$ cat config.mk
export PLATFORM = sky130hd
export DESIGN_NAME = hazard_ctrl
export DESIGN_NICKNAME = d
export VERILOG_FILES = /design/src/rtl/hazard_ctrl.sv
export SDC_FILE = /design/constraint.sdc
export NUM_CORES = 1
export LEC_CHECK = 0
export ABC_AREA = 0
export CAP_MARGIN = 20
export CELL_PAD_IN_SITES_DETAIL_PLACEMENT = 1
export CELL_PAD_IN_SITES_GLOBAL_PLACEMENT = 2
export CORE_MARGIN = 5
export CORE_UTILIZATION = 30
export DETAILED_ROUTE_END_ITERATION = 12
export DONT_BUFFER_PORTS = 1
export GPL_TIMING_DRIVEN = 0
export HOLD_SLACK_MARGIN = 0.12
export PLACE_DENSITY = 0.7
export SYNTH_ARGS = -nofsm -noshare
export SYNTH_HDL_FRONTEND = slang
export SYNTH_SLANG_ARGS = --single-unit
$ cat constraint.sdc
create_clock -name clk -period 1.6 [get_ports clk]
set_clock_uncertainty 0.1 [all_clocks]
set_input_delay 0.32 -clock clk [delete_from_list [all_inputs] [get_ports clk]]
set_output_delay 0.32 -clock clk [all_outputs]
set_load 0.02 [all_outputs]
$ cat src/rtl/hazard_ctrl.sv
// hazard_ctrl: scoreboard-based stall/bubble/flush control with a HALT drain FSM.
// Define HAZARD_CTRL_FORWARD_EN to stall only on load-use against the EX entry.
module hazard_ctrl #(
  parameter int DRAIN_CYCLES = 3
) (
  input  logic       clk,
  input  logic       rst,
  input  logic       id_valid,
  input  logic       id_rs_used,
  input  logic       id_rt_used,
  input  logic [2:0] id_rs,
  input  logic [2:0] id_rt,
  input  logic       id_wr_en,
  input  logic [2:0] id_wr,
  input  logic       id_is_load,
  input  logic       id_halt,
  input  logic       ex_pcsel,
  output logic       stall,
  output logic       bubble,
  output logic       flush,
  output logic       halted,
  output logic [1:0] state
);
  typedef enum logic [1:0] {RUN = 2'd0, DRAIN = 2'd1, HALTED = 2'd2} state_t;
  state_t cur, nxt;
  logic [2:0] cnt, cntNxt, sbValid, sbLoad, match;
  logic [2:0][2:0] sbReg;
  logic hazard, unusedBits;
  // entry 0 = EX, 1 = MEM, 2 = WB
  always_comb begin
    match = '0;
    for (int i = 0; i < 3; i++)
      match[i] = sbValid[i] & ((id_rs_used & (sbReg[i] == id_rs)) | (id_rt_used & (sbReg[i] == id_rt)));
  end
`ifdef HAZARD_CTRL_FORWARD_EN
  assign hazard = id_valid & match[0] & sbLoad[0];
`else
  assign hazard = id_valid & |match;
`endif
  assign unusedBits = ^{sbLoad, match};
  always_comb begin
    nxt = cur;
    cntNxt = cnt;
    flush = 1'b0;
    stall = 1'b1;
    bubble = 1'b1;
    if (cur == RUN) begin
      flush = ex_pcsel;
      stall = hazard & ~ex_pcsel;
      bubble = stall | ex_pcsel;
      cntNxt = '0;
      nxt = (id_valid & id_halt & ~stall & ~ex_pcsel) ? DRAIN : RUN;
    end else if (cur == DRAIN) begin
      cntNxt = cnt + 3'd1;
      nxt = (cnt == 3'(DRAIN_CYCLES - 1)) ? HALTED : DRAIN;
    end
    if (!rst) begin
      flush = 1'b0;
      stall = 1'b0;
      bubble = 1'b0;
    end
  end
  always_ff @(posedge clk or negedge rst)
    if (!rst) begin
      cur <= RUN;
      cnt <= '0;
      sbValid <= '0;
      sbReg <= '0;
      sbLoad <= '0;
    end else begin
      cur <= nxt;
      cnt <= cntNxt;
      sbValid <= {sbValid[1:0], id_valid & id_wr_en & ~bubble};
      sbReg <= {sbReg[1:0], id_wr};
      sbLoad <= {sbLoad[1:0], id_is_load};
    end
  assign halted = cur == HALTED;
  assign state = cur;
endmodule

== After elaboration in Yosys (flattened, before gate mapping) ==
Cells that the tools add are included.

* Register bits: 17
* Latch bits: 0
* RAM bits: 0
* Memory bits (read-only): 0
* Logic and storage cells: 54
* Memories kept: 0

* $add $sub $neg: 1
* Multipliers: 0
* Div/mod/pow operators: 0
* Magnitude comparators: 0
* Equal/unequal tests: 9
* Shift-type cells: 0
* Mux-type cells: 12
* Bitwise gates (word level): 23
* Reduce and logical (&&, ||, !) cells: 3

{| class="wikitable"
|+ Operator list
! operator !! number
|-
| 3-bit equality test || 6
|-
| 1-bit bitwise AND || 16
|-
| 1-bit 2-to-1 mux || 7
|-
| 2-bit 2-to-1 mux || 3
|-
| 3-bit 2-to-1 mux || 2
|-
| 1-bit bitwise OR || 4
|-
| 3-bit by 1-bit adder with 3-bit output (second input constant) || 1
|-
| 3-bit by 2-bit equality test with 1-bit output (second input constant) || 1
|-
| 1-bit inverter || 3
|-
| 3-bit OR reduction || 1
|-
| 2-bit by 1-bit equality test with 1-bit output (second input constant) || 1
|-
| 2-bit equality test (second input constant) || 1
|-
| 2-bit zero test || 1
|-
| 2-bit nonzero test || 1
|}

== Logic depth before layout (Yosys ltp) ==
Gate-level depths: netlist (run 1).

* Depth after elaboration: 12
* Depth in mapped cells: 5

== Least setup slack after synthesis (run 1) ==
No wires, ideal clock.

* Path type: flip-flop to output port
* Start point: reg sbReg[7] (netlist name)
* End point: out stall
* Arrival time: 1.523 ns
* Data required time: 1.180 ns
* Slack: -0.343 ns
* Cell stages (with the launch flop): 6
* Buffers on the path: 0
* Cell sequence: dfrtp_1 -> xnor2_1 -> nand4_1 -> a21boi_0 -> a221oi_2 -> o31ai_1

* Word-level cells in the longest chain between the ends: 9
* Elaborated cells between the ends (all ways): 11

{| class="wikitable"
|+ RTL lines
! item !! RTL line !! text
|-
| from (decl) || 27 || <nowiki>logic [2:0][2:0] sbReg;</nowiki>
|-
| from (signal assigned) || 74 || <nowiki>sbReg <= {sbReg[1:0], id_wr};</nowiki>
|-
| 3-bit equality test || 33 || <nowiki>match[i] = sbValid[i] & ((id_rs_used & (sbReg[i] == id_rs)) | (id_rt_used & (sbReg[i] == id_rt)));</nowiki>
|-
| 1-bit bitwise AND || 33 ||
|-
| 1-bit bitwise OR (*) || 33 ||
|-
| 1-bit bitwise AND (*) || 33 ||
|-
| 3-bit OR reduction (*) || 38 || <nowiki>assign hazard = id_valid & |match;</nowiki>
|-
| 1-bit bitwise AND (*) || 38 ||
|-
| 1-bit bitwise AND (*) || 49 || <nowiki>stall = hazard & ~ex_pcsel;</nowiki>
|-
| 1-bit 2-to-1 mux (*) || 47 || <nowiki>if (cur == RUN) begin</nowiki>
|-
| 1-bit 2-to-1 mux (*) || 57 || <nowiki>if (!rst) begin</nowiki>
|-
| to (decl) || 18 || <nowiki>output logic stall,</nowiki>
|}

Every way passes the cells marked *; elsewhere a longest branch is shown, timed or not.

== Final worst setup path (run 1) ==
* Start point: reg sbReg[6] (netlist name)
* End point: out stall

Same word-level chain as after synthesis.

==> impl_metrics.yaml, run 1 <==
outcome:
  status: "finished with violations"
  violations: "negative setup slack"
detailed_routing:
  antenna_left: 0
  drt_wl_total_um: 1920
  first_pass_iters: 2
  drtIter0Drc: 22
  dr_total_vias: 625
  drc_errors: 0
  vias_per_cell: 5.04
  wl_per_cell_um: 15.5
cts:
  cts_buffers: 3
  h-tree-depth: 1
  cts_tree: "yes"
  clkLatencyLatePin_ns: 0.29
  clk_pin_slew_ns: 0.10
  cts_root_buffer: "clkbuf_4"
  clock-sinks: 17
  cts_buffer_depth: 2
setup_path:
  crit_fanout: 2
  crit_arrival_ns: 1.71
  r2r_slack_ns: -0.05
  cp_slowest_cell: "dfrtp_1"
  timing.rr.start: "sbReg[6]$_DFF_PN0_"
  crit_type: "reg2out"
  critPathCaptureType: "output port"
  critPathLaunchType: "flop"
  cp_slowest_stage_delay_ns: 0.43
  cp.required_ns: 1.18
  crit_start: "sbReg[6]$_DFF_PN0_"
  worstPathCellList: "xnor2_1 > nand4_1 > a21boi_2 > a221oi_4 > o31ai_4"
synth:
  yosys-top-cells-area: "dfrtp_1 (50%), xnor2_1 (18%), nand2_1 (4.4%)"
  yosys_register_bits: 17
  syn_area_sq_um: 858
  synth_top_area_cell: "dfrtp_1"
  synth_edf_count: 0
  yosys_warnings: 0
  async_reset_ff_frac: 1.00
  synth_top_flop_cell: "dfrtp_1"
  syn_inst: 80
  seq_area_frac_synth: 0.496
  syn_avg_cell_area_sq_um: 10.7
  synth_nets: 100
  synth_top_cell_area_share: 0.496
  ys_types: 23
finish:
  fill_cells: 303
  syn_to_final_growth_pct: 31.5
  layout-drive-gt1-share: 0.247
  nets: 114
  stdcell_count: 124
  n_antenna_cell: 0
floorplanning:
  pin_count: 24
  die_area_sq_um: 4030
  start_util: 0.311
  core.rowCount: 19
  coreArea_sq_um: 2760
  dieHeight_um: 63.5
  die_w_um: 63.5
sta:
  final.min_clock_period_ns: 2.13
  hold_violations: 0
  relSlewSlack: 0.458
  slew_violations: 0
  fin_setup_tns_ns: -1.19
  fmax_mhz: 470
  worst_slack_ns: -0.530
  rsz0062_at_grt: "yes"
  final-setup-viol-count: 5
  timing.final.crit_share: 1.33
  tightest_slew_ns: 0.813
grt:
  grt_max_degree: 19
  track_usage: 0.104
  antenna_found_initial: 0
  busiest_layer: "met2"
  grtUsageMet1: 0.127
  grt_pass1_wl_um: 3260
  grt_use_met3: 0.0480
  globalRouteMet2Util: 0.169
  first_global_vias: 646
  overflow: 0
placement:
  dp.cells: 111
  place_ws_ns: -0.221
  gp_congestion: 0.857
  numPortBuffers: 0
  dp_hpwl_um: 1400
flow_run:
  maxCapViolCount: 0
power_and_ir_drop:
  powerDensity_nw_per_um2: 1180
  irDropWorstVdd_v: 0.000684
  p_leak_uw: 0.000460
worst_hold_path:
  hold_class: "in2async"
[timing repair]
action / in CTS / in global routing
hold buffers: 7 / 0
hold endpoints to repair: 21 / 0
setup buffers: 2 / 1
pin swaps: 3 / 2
setup endpoints to repair: 4 / 6
gates resized for setup: 10 / 8
[per-layer routing]
layer | vias up | part of all wire
met5 | - | 0
met4 | 0 | 0.0047
met3 | 2 | 0.050
met2 | 11 | 0.51
met1 | 307 | 0.43
li1 | 305 | -
[final timing paths]
kind                                              to  cells after the start
max in group asynchronous       state[0]$_DFFE_PN0P_                      1
worst min-delay path              sbReg[2]$_DFF_PN0_                      1
worst min register to register    sbReg[8]$_DFF_PN0_                      0
worst max-delay path                           stall                      5
min in group clk                sbValid[0]$_DFF_PN0_                      3
worst max register to register  state[0]$_DFFE_PN0P_                      6
[kinds of logic after synthesis]
family / after synthesis / share of synthesized area
AND/OR/NAND/NOR: 25 / 0.144
buffers and inverters: 5 / 0.0219
XOR/XNOR: 18 / 0.184
AO/OA/AOI/OAI: 13 / 0.125
adder cells (fa/ha/maj): 2 / 0.0291
flip-flops: 17 / 0.496
[power by group]
part | switching [uW] | total [uW] | internal, uW
Clock | 138 | 231 | 92.9
Combinational | 251 | 474 | 223
Sequential | 119 | 624 | 504
[critical path, delay by kind of cell (launching register included)]
| family | cells | cell delay, ns |
|---|---|---|
| flops | 1 | 0.43 |
| compound gates | 3 | 0.66 |
| simple gates | 1 | 0.15 |
| xor+xnor | 1 | 0.19 |
[sequential cells by signal (all words and copies together), names as in the netlist]
register and cells:
sbReg 9, cnt 3, sbValid 3, state 2
[layout make-up]
type                            count  area (sq um)  share of cell area
Clock inverter                      1          5.00             0.00443
Tap cell                           31          38.8              0.0344
Inverter                            3          11.3             0.00998
Buffer                              2          22.5              0.0200
Clock buffer                        3          22.5              0.0200
Multi-Input combinational cell     58           500               0.443
Timing Repair Buffer                9           100              0.0887
Sequential cell                    17           428               0.379
[per-stage QoR]
| stage | total power [uW] | area (sq um) | hold slack, ns | util |
|---|---|---|---|---|
| after floorplan | 903 | 896 | -0.0756 | - |
| after global placement | 971 | 935 | -0.0749 | 0.339 |
| after detailed placement | 977 | 935 | -0.0749 | 0.339 |
| after CTS | 1330 | 1100 | 0.197 | 0.397 |
| after global routing | 1430 | 1130 | 0.157 | 0.409 |
| final | 1330 | 1130 | 0.0785 | 0.409 |
[synthesized netlist by cell type, types with 2 or more instances]
cell type,n
a21oi_1,2
a22o_1,2
clkbuf_1,2
dfrtp_1,17
ha_1,2
inv_1,3
nand2_1,10
nand4_1,5
nor2_1,4
nor3_1,2
o32ai_1,2
xnor2_1,18
[cell usage in the layout (no fill, tap or decap)]
cell / count
clkbuf_4: 3
nand2_1: 10
o32ai_1: 1
o21ai_0: 1
a32o_1: 1
a21oi_4: 1
buf_12: 1
nor3_4: 1
nand2_2: 1
a21oi_1: 1
dfrtp_2: 2
nor3_2: 1
dlymetal6s4s_1: 1
nand4_2: 1
buf_8: 1
xnor2_1: 17
o31ai_4: 1
a21boi_2: 1
nor2b_4: 1
buf_4: 2
ha_1: 2
dfrtp_1: 15
a221oi_4: 1
a31o_2: 1
a22o_1: 2
o41ai_2: 1
nand4_1: 5
inv_1: 3
dlygate4sd3_1: 6
nand3_1: 1
xnor2_2: 1
clkinv_2: 1
nor2_1: 4
o32ai_2: 1
No activity file was read; power rests on OpenSTA's default activity.
==> inputs of run 2 (changes only) <==
--- a/config.mk
+++ b/config.mk
@@ -15,7 +15,7 @@
 export DONT_BUFFER_PORTS = 1
 export GPL_TIMING_DRIVEN = 0
 export HOLD_SLACK_MARGIN = 0.12
-export PLACE_DENSITY = 0.7
+export PLACE_DENSITY_LB_ADDON = 0.1
 export SYNTH_ARGS = -nofsm -noshare
 export SYNTH_HDL_FRONTEND = slang
 export SYNTH_SLANG_ARGS = --single-unit
==> run 2 against run 1 <==
Against the previous run:
- the flow still finishes with violations (negative setup slack)
- critical endpoint unchanged
- cell count unchanged
- setup slack improved by 0.0092 ns
- global-route usage is 0.27 points higher
- critical path depth unchanged
- sequential power about the same
- sequential share of layout area grew 0.30 points
- total power rose by 2.9%
- count of clock-buffer cells in the layout is 1 higher
- register-to-register slack improved by 0.14 ns
- clock power about the same
- fmax is 0.43% higher
==> impl_metrics.yaml, run 2 (same netlist as run 1, synthesis figures left out) <==
detailed_routing:
  dr_total_vias: 616
  drc_errors: 0
  vias_per_cell: 4.97
  drt_wl_total_um: 1970
  first_pass_iters: 3
  antenna_left: 0
  wl_per_cell_um: 15.9
  drtIter0Drc: 30
finish:
  final_cell_mix: "xnor2_1 (15), dfrtp_1 (15), nand2_1 (10)"
  nets: 114
  fill_cells: 309
  top_regs: "sbReg (9), cnt (3), sbValid (3)"
  multi_input_area_sq_um: 488
  ff_latch_area_sq_um: 428
  largest-register: "sbReg"
  stdcell_count: 124
  syn_to_final_growth_pct: 30.5
  largest_register_ffs: 9
  n_antenna_cell: 0
  layout-drive-gt1-share: 0.226
  final_area_sq_um: 1120
grt:
  antenna_found_initial: 0
  grt_pass1_wl_um: 3310
  grt_max_degree: 19
  overflow: 0
  first_global_vias: 684
  track_usage: 0.107
sta:
  timing.final.crit_share: 1.33
  tightest_slew_ns: 0.809
  rsz0062_at_grt: "yes"
  slew_violations: 0
  hold_violations: 0
  worst_slack_ns: -0.521
  final-setup-viol-count: 3
  fmax_mhz: 472
  final.min_clock_period_ns: 2.12
  relSlewSlack: 0.460
  hold_ws_ns: 0.0797
placement:
  dpl-instance-area_sq_um: 935
  numPortBuffers: 0
  gp_congestion: 0.648
  dp.cells: 111
floorplanning:
  coreArea_sq_um: 2760
  die_w_um: 63.5
  die_area_sq_um: 4030
  dieHeight_um: 63.5
  core.rowCount: 19
  start_util: 0.311
  pin_count: 24
power_and_ir_drop:
  power_frac_comb: 0.378
  irDropWorstVdd_v: 0.000665
  intPower_uw: 867
  sw_frac_of_total: 0.365
  total_power_uw: 1370
  power_frac_clock: 0.167
  p_leak_uw: 0.000460
  switchingPower_uw: 499
  seqPwrFrac: 0.455
  powerDensity_nw_per_um2: 1220
cts:
  h-tree-depth: 1
  clk_pin_slew_ns: 0.10
  cts_buffers: 3
  clock-sinks: 17
  cts_root_buffer: "clkbuf_4"
  cts_tree: "yes"
  clkLatencyLatePin_ns: 0.29
  cts_buffer_depth: 2
setup_path:
  crit_buf_inv: 0
  critPathLaunchType: "flop"
  critPathCaptureType: "output port"
  crit_arrival_ns: 1.70
  crit_fanout: 3
  cp.required_ns: 1.18
  crit_type: "reg2out"
  cp_slowest_stage_delay_ns: 0.43
  worstPathCellList: "xnor2_1 > nand4_1 > a21boi_2 > a221oi_4 > o31ai_4"
  cp_top_family: "compound AO/OA/AOI/OAI gates"
  cp_slowest_cell: "dfrtp_1"
worst_hold_path:
  hold_class: "in2async"
outcome:
  status: "finished with violations"
  violations: "negative setup slack"
flow_run:
  maxCapViolCount: 0
## run 2: worst reg2reg max path, cell delays in order, from the launching register on
cell and delay, ns:
dfrtp_1 0.42, xnor2_1 0.14, nand4_1 0.10, nand2_2 0.09, a221oi_4 0.38, a32o_1 0.22
## run 2: cell type report
cell class | instances | area share
Buffer | 2 | 0.0358
Sequential cell | 17 | 0.382
Multi-Input combinational cell | 58 | 0.436
Inverter | 3 | 0.0101
Tap cell | 31 | 0.0346
Clock buffer | 4 | 0.0235
Timing Repair Buffer | 9 | 0.0782
## run 2: through the flow
stage | setup TNS, ns | worst slack [ns] | utilization
after CTS | -1.09 | -0.529 | 0.394
after floorplan | -0.0642 | -0.0437 | -
after global routing | -1.27 | -0.598 | 0.406
final | -0.989 | -0.521 | 0.406
after global placement | -0.494 | -0.190 | 0.339
after detailed placement | -0.481 | -0.178 | 0.339
## run 2: routing by layer
metal  global-route usage  share of wire  vias up
li1                     -              -      305
met3               0.0302          0.072        2
met1                0.134           0.42      293
met4               0.0545          0.012        0
met5                    0              0        -
met2                0.164           0.50       16
## run 2: path summary, 6_finish.rpt
check / from / end / slack (ns) / cells after the start
min in group clk: ex_pcsel / sbValid[0]$_DFF_PN0_ / 0.22 / 3
max in group asynchronous: rst / state[1]$_DFFE_PN0P_ / 0.77 / 1
worst min register to register: sbReg[5]$_DFF_PN0_ / sbReg[8]$_DFF_PN0_ / 0.34 / 0
worst max register to register: sbReg[1]$_DFF_PN0_ / state[0]$_DFFE_PN0P_ / 0.09 / 5
worst min-delay path: rst / sbReg[0]$_DFF_PN0_ / 0.08 / 1
worst max-delay path: sbReg[7]$_DFF_PN0_ / stall / -0.52 / 5
## run 2: what timing repair did
action,in CTS,in global routing
hold buffers,7,0
setup endpoints to repair,4,6
buffers inserted,1,1
resized for setup,12,5
hold endpoints to repair,21,0
pin swaps,1,4
## run 2: power groups by stage
stage          registers [uW]  clock network (uW)  logic (uW)
6_report                  622                 229         516
2_1_floorplan             595                   0         308
4_1_cts                   620                 250         516
5_1_grt                   641                 272         573
3_3_place_gp              614                   0         359
3_5_place_dp              616                   0         369
==> inputs of run 3 (changes only) <==
--- a/config.mk
+++ b/config.mk
@@ -11,6 +11,7 @@
 export CELL_PAD_IN_SITES_GLOBAL_PLACEMENT = 2
 export CORE_MARGIN = 5
 export CORE_UTILIZATION = 30
+export CTS_BUF_LIST = sky130_fd_sc_hd__clkbuf_4 sky130_fd_sc_hd__clkbuf_8
 export DETAILED_ROUTE_END_ITERATION = 12
 export DONT_BUFFER_PORTS = 1
 export GPL_TIMING_DRIVEN = 0
==> run 3 against run 2 <==
Against the previous run:
- the run still ends with negative setup slack left
- sequential share of layout area decreased by 0.13 points
- sequential power hardly changed
- flip-flop and latch count unchanged
- first-iteration DRC count unchanged
- cell count unchanged
- clock power grew 7%
- critical path type unchanged
- largest cell class unchanged
- highest routed layer unchanged
==> impl_metrics.yaml, run 3 (same netlist as run 1, synthesis figures left out) <==
outcome:
  status: "finished with violations"
  violations: "negative setup slack"
finish:
  largest-register: "sbReg"
  largest_register_ffs: 9
  ff_latch_area_sq_um: 428
  syn_to_final_growth_pct: 30.9
  fill_cells: 308
  top_regs: "sbReg (9), cnt (3), sbValid (3)"
  nets: 114
  n_antenna_cell: 0
  multi_input_area_sq_um: 488
  layout-drive-gt1-share: 0.237
  final_cell_mix: "xnor2_1 (15), dfrtp_1 (15), nand2_1 (10)"
grt:
  track_usage: 0.107
  first_global_vias: 684
  grt_max_degree: 19
  grt_pass1_wl_um: 3310
  overflow: 0
  antenna_found_initial: 0
detailed_routing:
  drc_errors: 0
  first_pass_iters: 3
  drt_wl_total_um: 1960
  antenna_left: 0
  dr_total_vias: 615
  wl_per_cell_um: 15.8
  drtIter0Drc: 30
  vias_per_cell: 4.96
setup_path:
  cp_slowest_stage_delay_ns: 0.43
  r2r_slack_ns: 0.08
  crit_buf_inv: 0
  r2r_end: "state[0]$_DFFE_PN0P_"
  timing.rr.start: "sbReg[1]$_DFF_PN0_"
  crit_arrival_ns: 1.70
  critPathCaptureType: "output port"
  cp.required_ns: 1.18
  rr_worst_depth: 5
  cp_slowest_cell: "dfrtp_1"
  cp_top_family: "compound AO/OA/AOI/OAI gates"
  crit_cells: 5
  crit_start: "sbReg[7]$_DFF_PN0_"
  crit_type: "reg2out"
  critPathLaunchType: "flop"
  cp-endpoint: "stall"
  worstPathCellList: "xnor2_1 > nand4_1 > a21boi_2 > a221oi_4 > o31ai_4"
  crit_fanout: 3
sta:
  final.min_clock_period_ns: 2.12
  slew_violations: 0
  hold_ws_ns: 0.0794
  hold_violations: 0
  final-setup-viol-count: 3
  tightest_slew_ns: 0.806
  fmax_mhz: 472
  rsz0062_at_grt: "yes"
  timing.final.crit_share: 1.32
  relSlewSlack: 0.463
  worst_slack_ns: -0.520
cts:
  clock-sinks: 17
  cts_root_buffer: "clkbuf_4"
  clkLatencyLatePin_ns: 0.28
  cts_buffer_depth: 2
  cts_buffers: 3
  clk_pin_slew_ns: 0.10
  h-tree-depth: 1
  cts_tree: "yes"
power_and_ir_drop:
  irDropWorstVdd_v: 0.000665
  intPower_uw: 884
  power_frac_comb: 0.373
  seqPwrFrac: 0.450
  sw_frac_of_total: 0.360
  power_frac_clock: 0.177
  p_leak_uw: 0.000463
  powerDensity_nw_per_um2: 1230
  switchingPower_uw: 498
placement:
  place_ws_ns: -0.178
  gp_congestion: 0.648
  numPortBuffers: 0
floorplanning:
  start_util: 0.311
  coreArea_sq_um: 2760
  pin_count: 24
  core.rowCount: 19
  die_w_um: 63.5
  dieHeight_um: 63.5
  die_area_sq_um: 4030
flow_run:
  maxCapViolCount: 0
worst_hold_path:
  hold_class: "in2async"
run 3: cell count changes in the layout (fill, tap and decap cells not counted):
cell	before	now
clkbuf_1	1	0
clkbuf_4	3	4
run 3: metrics by stage:
stage / power (uW) / instance area [sq um] / utilization / setup TNS, ns / cells
finish: 1380 / 1120 / 0.407 / -0.987 / 124
global route: 1500 / 1120 / 0.407 / -1.28 / 124
CTS: 1400 / 1090 / 0.395 / -1.08 / 123
detailed placement: 985 / 935 / 0.339 / -0.481 / 111
global placement: 974 / 935 / 0.339 / -0.494 / 111
floorplan: 903 / 896 / - / -0.0642 / 80
run 3: worst min path at each step:
stage	from	endpoint	slack, ns
2_1_floorplan	rst	cnt[0]$_DFFE_PN0P_	-0.08
3_3_place_gp	rst	sbReg[2]$_DFF_PN0_	-0.08
3_5_place_dp	rst	sbReg[2]$_DFF_PN0_	-0.08
4_1_cts	ex_pcsel	sbValid[0]$_DFF_PN0_	0.20
5_1_grt	rst	sbReg[0]$_DFF_PN0_	0.13
6_report	rst	sbReg[0]$_DFF_PN0_	0.08
run 3: metal layers:
metal  wire length [um]  vias to the layer above  GRT usage  part of all wire
met5                  0                        -          0                 0
li1                   -                      305          -                 -
met2                969                       16      0.164              0.49
met3                142                        2     0.0302             0.072
met4                 23                        0     0.0545             0.012
met1                826                      292      0.134              0.42
run 3: power groups by stage:
stage / clock, uW / combinational [uW] / sequential [uW]
finish: 245 / 516 / 622
global route: 291 / 573 / 641
CTS: 266 / 516 / 620
detailed placement: 0 / 369 / 616
global placement: 0 / 359 / 614
floorplan: 0 / 308 / 595
run 3: area by class of cell:
class,count,share of cell area
repair buffers,9,0.0780
multi-input cells,58,0.434
clock buffers,4,0.0267
inverters,3,0.0100
well taps,31,0.0345
plain buffers,2,0.0356
flip-flops and latches,17,0.381
run 3: repair_timing:
item / CTS / global route
endpoints found under the hold margin: 21 / 0
resized for setup: 12 / 5
pin swaps: 1 / 4
setup buffers: 1 / 1
setup endpoints to repair: 4 / 6
hold buffers: 7 / 0
